==> config.mk <==
export PLATFORM = sky130hd
export DESIGN_NAME = pwm_ramp_sequencer
export DESIGN_NICKNAME = d
export VERILOG_FILES = /design/src/rtl/pwm_ramp_sequencer.sv
export SDC_FILE = /design/constraint.sdc
export NUM_CORES = 1
export LEC_CHECK = 0
export BUFFER_PORTS_ARGS = -buffer_cell sky130_fd_sc_hd__clkbuf_2
export CAP_MARGIN = 0
export CORE_UTILIZATION = 55
export DETAILED_ROUTE_END_ITERATION = 10
export GPL_TIMING_DRIVEN = 0
export MAX_ROUTING_LAYER = met4
export PLACE_DENSITY = 0.78
export SYNTH_ARGS = -nofsm -noshare
export SYNTH_HDL_FRONTEND = slang
export SYNTH_SLANG_ARGS = --single-unit
==> constraint.sdc <==
create_clock -name clk -period 18.5 [get_ports clk]
set_clock_uncertainty 0.15 [all_clocks]
set_input_delay 5.55 -clock clk [delete_from_list [all_inputs] [get_ports clk]]
set_output_delay 5.55 -clock clk [all_outputs]
set_load 0.03 [all_outputs]
==> src/rtl/pwm_ramp_sequencer.sv <==
// Purpose : steps a PWM compare value toward a commanded target once per PWM period, then holds it there for a programmed number of periods.
// Latency : compare_value, compare_write and done are registered one cycle after the sampled period_tick; a command enters RAMP the cycle after acceptance.
// Backpressure: cmd_ready is high only in IDLE with abort and reset inactive; commands offered at any other time are held off.
// Optional feature: define PWM_RAMP_BOUNCE_EN to add cmd_bounce (ping-pong between start and target until abort/reset).

module pwm_ramp_sequencer #(
  parameter int WIDTH      = 16,
  parameter int HOLD_WIDTH = 8
) (
  input  logic                  clk,
  input  logic                  rst,
  input  logic                  period_tick,
  input  logic                  cmd_valid,
  output logic                  cmd_ready,
  input  logic [WIDTH-1:0]      cmd_target,
  input  logic [WIDTH-1:0]      cmd_step,
  input  logic [HOLD_WIDTH-1:0] cmd_hold,
`ifdef PWM_RAMP_BOUNCE_EN
  input  logic                  cmd_bounce,
`endif
  input  logic                  abort,
  output logic [WIDTH-1:0]      compare_value,
  output logic                  compare_write,
  output logic                  busy,
  output logic                  done
);

  typedef enum logic [1:0] {
    IDLE = 2'd0,
    RAMP = 2'd1,
    HOLD = 2'd2
  } state_t;

  state_t                state_q, state_d;
  logic [WIDTH-1:0]      target_q, target_d;
  logic [WIDTH-1:0]      start_q, start_d;
  logic [WIDTH-1:0]      step_q, step_d;
  logic [HOLD_WIDTH-1:0] hold_q, hold_d;
  logic [HOLD_WIDTH-1:0] cnt_q, cnt_d;
  logic [WIDTH-1:0]      cmp_q, cmp_d;
  logic                  wr_q, wr_d;
  logic                  done_q, done_d;
  logic                  bounce_q;

  // Ramp arithmetic, one bit wider than the compare value so nothing wraps.
  logic [WIDTH:0]   tgt_x, cur_x, step_x, dist_x, next_x;
  logic             going_up;
  logic             arrive;
  logic [WIDTH-1:0] ramp_next;

  logic accept;

  assign cmd_ready = (state_q == IDLE) && !abort && rst;
  assign accept    = cmd_valid && cmd_ready;

  // Distance to target and the candidate next compare value for a ramp tick.
  always_comb begin
    tgt_x    = {1'b0, target_q};
    cur_x    = {1'b0, cmp_q};
    step_x   = {1'b0, step_q};
    going_up = (tgt_x > cur_x);
    dist_x   = going_up ? (tgt_x - cur_x) : (cur_x - tgt_x);
    arrive   = (dist_x <= step_x);
    if (arrive) begin
      next_x = tgt_x;
    end else if (going_up) begin
      next_x = cur_x + step_x;
    end else begin
      next_x = cur_x - step_x;
    end
    // A set top bit would mean a wrap; landing on the target is the only
    // safe answer. Unreachable while dist > step, kept as a hard guard.
    ramp_next = next_x[WIDTH] ? target_q : next_x[WIDTH-1:0];
  end

  // Next-state and datapath update; abort outranks every other event.
  always_comb begin
    state_d  = state_q;
    target_d = target_q;
    start_d  = start_q;
    step_d   = step_q;
    hold_d   = hold_q;
    cnt_d    = cnt_q;
    cmp_d    = cmp_q;
    wr_d     = 1'b0;
    done_d   = 1'b0;

    unique case (state_q)
      IDLE: begin
        // A tick landing in the accept cycle is deliberately ignored.
        if (accept) begin
          target_d = cmd_target;
          start_d  = cmp_q;
          step_d   = (cmd_step == '0) ? WIDTH'(1) : cmd_step;
          hold_d   = cmd_hold;
          state_d  = RAMP;
        end
      end

      RAMP: begin
        if (abort) begin
          state_d = IDLE;
        end else if (period_tick) begin
          cmp_d = ramp_next;
          wr_d  = (ramp_next != cmp_q);
          if (arrive) begin
            state_d = HOLD;
            cnt_d   = hold_q;
          end
        end
      end

      HOLD: begin
        if (abort) begin
          state_d = IDLE;
        end else if (period_tick) begin
          if (cnt_q == '0) begin
            done_d = 1'b1;
            if (bounce_q) begin
              // Swap endpoints and run the ramp back the other way.
              target_d = start_q;
              start_d  = target_q;
              state_d  = RAMP;
            end else begin
              state_d = IDLE;
            end
          end else begin
            cnt_d = cnt_q - HOLD_WIDTH'(1);
          end
        end
      end

      default: begin
        state_d = IDLE;
      end
    endcase
  end

  // State and datapath registers; reset discards any command in flight.
  always_ff @(posedge clk or negedge rst) begin
    if (!rst) begin
      state_q  <= IDLE;
      target_q <= '0;
      start_q  <= '0;
      step_q   <= '0;
      hold_q   <= '0;
      cnt_q    <= '0;
      cmp_q    <= '0;
      wr_q     <= 1'b0;
      done_q   <= 1'b0;
    end else begin
      state_q  <= state_d;
      target_q <= target_d;
      start_q  <= start_d;
      step_q   <= step_d;
      hold_q   <= hold_d;
      cnt_q    <= cnt_d;
      cmp_q    <= cmp_d;
      wr_q     <= wr_d;
      done_q   <= done_d;
    end
  end

`ifdef PWM_RAMP_BOUNCE_EN
  // Bounce mode is captured with the rest of the command.
  always_ff @(posedge clk or negedge rst) begin
    if (!rst) begin
      bounce_q <= 1'b0;
    end else if (accept) begin
      bounce_q <= cmd_bounce;
    end
  end
`else
  assign bounce_q = 1'b0;
`endif

  assign compare_value = cmp_q;
  assign compare_write = wr_q;
  assign done          = done_q;
  assign busy          = (state_q != IDLE);

endmodule

==> metrics.yaml, run 1 <==
r2r_start: "compare_value[1]"
path_cells: "clkbuf_4 -> buf_16 -> nor4b_1 -> clkbuf_2"
synth-compound-area-share_pct: 22.1
crit_type: "in -> out"
layout_commonest_cell: "dfrtp_1"
cts_max_path_buffers: 2
rr_worst_depth: 23
core_um2: 11000
drcViolationCount: 0
critical-path-top-delay-family: "buffers and inverters"
start_kind: "primary input"
clk_latency_ns: 0.34
grt_pass1_vias: 5564
period_share_pct: 66.8
fp-row-count: 38
cp_max_fo: 66
totalWireLength_um: 18900
path_buf_inv: 3
postCtsSetupRepairBufs: 0
yosys_warnings: 0
setup_viol: 0
maxCapViolations: 0
grt_max_degree: 67
grt_use_total_pct: 34.0
worst_pin_slew_ns: 0.753
wl_per_cell_um: 19.8
slew_viol_final: 0
slew_headroom_pct: 49.8
ant_nets: 0
worstPathArrival_ns: 6.66
outcome: "completed"
utilization_pct: 65.3
syn_area_um2: 6330
max_freq_mhz: 80.9
drt_iter0_markers: 651
viasPerCell: 6.27
synth_xor_area_share_pct: 7.46
vias: 5980
clkTransAtPathRegs_ns: 0.06
slowest_delay_ns: 0.35
async_flop_share_pct: 100
die_h_um: 109
hold_path_depth: 1
required_ns: 12.80
numCtsBuffers: 9
period_minus_slack_ns: 12.36
yosysSeqAreaShare_pct: 26.9
synthAdderAreaFrac_pct: 14.0
synth.area.mux_share_pct: 9.14
grt_pass1_wl_um: 29200
slowest_stage: "nor4b_1"
synth_edf_count: 0
initial_core_util_pct: 57.4
port_buffers: 64
synth_top_area_share_pct: 26.9
rsz0062_at_grt: "no"
final_cell_mix: "dfrtp_1 (68), ha_1 (66), a21oi_1 (64), clkbuf_2 (63), inv_1 (57)"
antenna_found_initial: 0
ys_ff_latch: 68
r2r-end: "compare_write"
synth_top_family_by_area: "compound AO/OA/AOI/OAI gates"
n_antenna_cell: 0
hp-class: "reg -> reg"
first_pass_iters: 5
root_buffer: "clkbuf_16"
dp_hpwl_um: 15200
cp-end-kind: "output port"
die_w_um: 109
gr-total-overflow: 0
hold_viol_final: 0
dieArea_um2: 11900
ys_types: 69
yosysTopAreaCell: "dfrtp_1"
boundaryPins: 65
cts_resized: 0
cts_tree: "built"
worstHoldStart: "step_q[6]"
cts_hold_buf: 0
min_to: "step_q[6]"
tns_ns: 0
avgSynthCellArea_um2: 8.63
synth_ff_type: "dfrtp_1"
place_congestion: 0.934
synth_area_leaders: "dfrtp_1 (27%), ha_1 (13%), mux2_2 (7.5%)"
area_growth_pct: 13.8
crit_start: "rst"
drive_gt1_share_pct: 18.8
reg2reg_slack_ns: 10.78
netlist_instances: 733
synthSimpleGateAreaFrac_pct: 14.8
fin_nets: 923
synthesis.nets: 847
cts.htree.levels: 3
clock_sinks: 68
[flip-flops by register name, summed over array words and instances, names as in the netlist]
register / cells
target_q: 16
compare_write: 1
step_q: 16
state_q: 2
hold_q: 8
compare_value: 16
cnt_q: 8
done: 1
[cells by family after synthesis]
group,count (synthesis)
fa+ha+maj,69
xor+xnor,53
buf+inv,89
compound gates,218
flops,68
simple gates,184
mux,52
[stage by stage]
| step | cells | hold slack [ns] | setup WS, ns | cell area (µm²) |
|---|---|---|---|---|
| 5_1_grt | 954 | 0.386 | 5.98 | 7200 |
| 6_report | 954 | 0.359 | 6.14 | 7200 |
| 4_1_cts | 954 | 0.357 | 6.11 | 7200 |
| 3_5_place_dp | 938 | 0.345 | 6.12 | 6850 |
| 2_1_floorplan | 733 | 0.322 | 6.11 | 6330 |
| 3_3_place_gp | 937 | 0.341 | 5.25 | 6820 |
[final cells by class]
cell class	instances	area, µm²
timing repair buffer	65	350
multi-input combinational	576	4270
clock inverter	5	108
sequential	68	1700
buffer	30	134
tap	140	175
clock buffer	11	243
fill	962	3830
inverter	59	221
[routing by layer]
| metal | share of wire, % | vias up | track usage, % |
|---|---|---|---|
| li1 | - | 2812 | - |
| met1 | 43 | 2895 | 43.2 |
| met2 | 48 | 238 | 54.0 |
| met3 | 6.6 | 35 | 5.80 |
| met4 | 2.9 | 0 | 12.9 |
| met5 | 0 | - | - |
[worst register-to-register path, delay by kind of cell (launching register included)]
| family | cells | cell delay, ns |
|---|---|---|
| flops | 1 | 0.58 |
| fa+ha+maj | 2 | 0.77 |
| compound gates | 12 | 2.88 |
| xor+xnor | 2 | 0.69 |
| simple gates | 4 | 1.21 |
| buf+inv | 3 | 1.27 |
[worst max-delay path by stage]
stage,end,slack (ns),cells past startpoint
6_report,cmd_ready,6.14,4
5_1_grt,cmd_ready,5.98,4
4_1_cts,cmd_ready,6.11,4
3_5_place_dp,cmd_ready,6.12,4
3_3_place_gp,cmd_ready,5.25,3
2_1_floorplan,cmd_ready,6.11,1
[Yosys cell counts (5+ instances only)]
cell type  instances
clkbuf_1          15
a21oi_1           64
xnor2_1           33
o21a_1             5
o211ai_1           9
nand2b_1           7
nor2b_1            5
nand4_1           13
nand2_1           51
mux2_2            42
o31ai_1            6
a211oi_1          11
nor3_1             9
ha_1              66
o21ai_0           41
nor4_1             8
o221ai_1           6
nor2_1            51
a31oi_1            8
buf_2             11
dfrtp_1           68
xor2_1            19
nand3_1           11
mux2i_1            9
a21o_1            20
o21ai_1           12
inv_1             57
Power of run 1 is left out: the tool's default activity adds up to more than one toggle a clock period on the data nets, which glitch-free logic cannot reach.
==> run 2: changes to the inputs <==
--- a/config.mk
+++ b/config.mk
@@ -11,7 +11,7 @@
 export DETAILED_ROUTE_END_ITERATION = 10
 export GPL_TIMING_DRIVEN = 0
 export MAX_ROUTING_LAYER = met4
-export PLACE_DENSITY = 0.78
+export PLACE_DENSITY = 0.81
 export SYNTH_ARGS = -nofsm -noshare
 export SYNTH_HDL_FRONTEND = slang
 export SYNTH_SLANG_ARGS = --single-unit
==> constraint.sdc (replaced) <==
create_clock -name clk -period 11.1 [get_ports clk]
set_clock_uncertainty 0.15 [all_clocks]
set_input_delay 3.33 -clock clk [delete_from_list [all_inputs] [get_ports clk]]
set_output_delay 3.33 -clock clk [all_outputs]
set_load 0.03 [all_outputs]
==> metrics.yaml, run 2 (same netlist as run 1, synthesis figures left out) <==
layout_commonest_cell: "dfrtp_1"
grt_pass1_vias: 5574
totalWireLength_um: 19200
met2_length_um: 8620
outcome: "completed"
seq_area_um2: 1700
cts_hold_buf: 0
initial_core_util_pct: 57.4
cts.htree.levels: 3
period_minus_slack_ns: 7.96
root_buffer: "clkbuf_16"
n_antenna_cell: 0
drt_iter0_markers: 500
area_growth_pct: 13.4
grt_use_total_pct: 34.7
cp-end-kind: "output port"
fp-row-count: 38
grt_pass1_wl_um: 29800
die_h_um: 109
clkTransAtPathRegs_ns: 0.06
placedCellCount: 938
maxCapViolations: 0
boundaryPins: 65
fin_nets: 923
setup_ws_ns: 3.14
die_w_um: 109
cp_max_fo: 68
top_layer_used: "met4"
max_freq_mhz: 126
cts_tree: "built"
fin_area_um2: 7180
antenna_found_initial: 0
cts_max_path_buffers: 2
dieArea_um2: 11900
hp-class: "reg -> reg"
wl_met1_um: 8630
reg2reg_slack_ns: 3.59
multi_input_area_um2: 4270
setup_viol: 0
port_buffers: 64
worstPathArrival_ns: 4.48
dp_slack_ns: 3.11
place_congestion: 0.929
clock_sinks: 68
cts_resized: 0
hold_viol_final: 0
placed_cell_area_um2: 6850
final_cell_mix: "dfrtp_1 (68), ha_1 (66), a21oi_1 (64), clkbuf_2 (63), inv_1 (57)"
viasPerCell: 6.23
wl_per_cell_um: 20.1
core_um2: 11000
n_fill_cell: 950
drcViolationCount: 0
gr-total-overflow: 0
wl_met3_um: 1360
drive_gt1_share_pct: 18.9
period_share_pct: 71.7
dp_hpwl_um: 15000
first_pass_iters: 5
slew_headroom_pct: 52.7
required_ns: 7.62
slew_viol_final: 0
tns_ns: 0
worst_pin_slew_ns: 0.709
ant_nets: 0
start_kind: "primary input"
rsz0062_at_grt: "no"
crit_type: "in -> out"
vias: 5944
numCtsBuffers: 9
grt_max_degree: 69
postCtsSetupRepairBufs: 0
layout.cells.non_filler: 954
clk_latency_ns: 0.34
[run 2: final timing paths]
path | to | cells past startpoint | from
hold reg to reg | step_q[1] | 1 | step_q[1]
setup reg to reg | compare_write | 23 | compare_value[1]
min in group asynchronous | compare_value[4] | 1 | rst
hold / removal | step_q[1] | 1 | step_q[1]
max in group asynchronous | step_q[14] | 2 | rst
setup / recovery | cmd_ready | 4 | rst
[run 2: layout make-up]
class | count | share of cell area, %
clock inverter | 7 | 1.38
timing repair buffer | 65 | 4.88
tap | 140 | 2.44
multi-input combinational | 576 | 59.5
sequential | 68 | 23.7
inverter | 59 | 3.09
buffer | 30 | 1.87
clock buffer | 9 | 3.14
[run 2: routing by layer]
metal  GRT usage [%]  up-vias
met5               -        -
met4            12.7        0
met3            6.22       40
met2            51.3      246
met1            47.5     2844
li1                -     2814
[run 2: through the flow]
| step | util [%] | hold slack (ns) |
|---|---|---|
| final | 65.1 | 0.360 |
| after global routing | 65.1 | 0.372 |
| after CTS | 65.1 | 0.360 |
| after detailed placement | 62.1 | 0.347 |
| after global placement | 61.9 | 0.341 |
| after floorplan | - | 0.322 |
[run 2: critical path: stages]
cell	delay, ns
clkbuf_4	0.14
buf_16	0.29
nor4b_1	0.40
clkbuf_2	0.28
Power of run 2 is left out for the same reason.
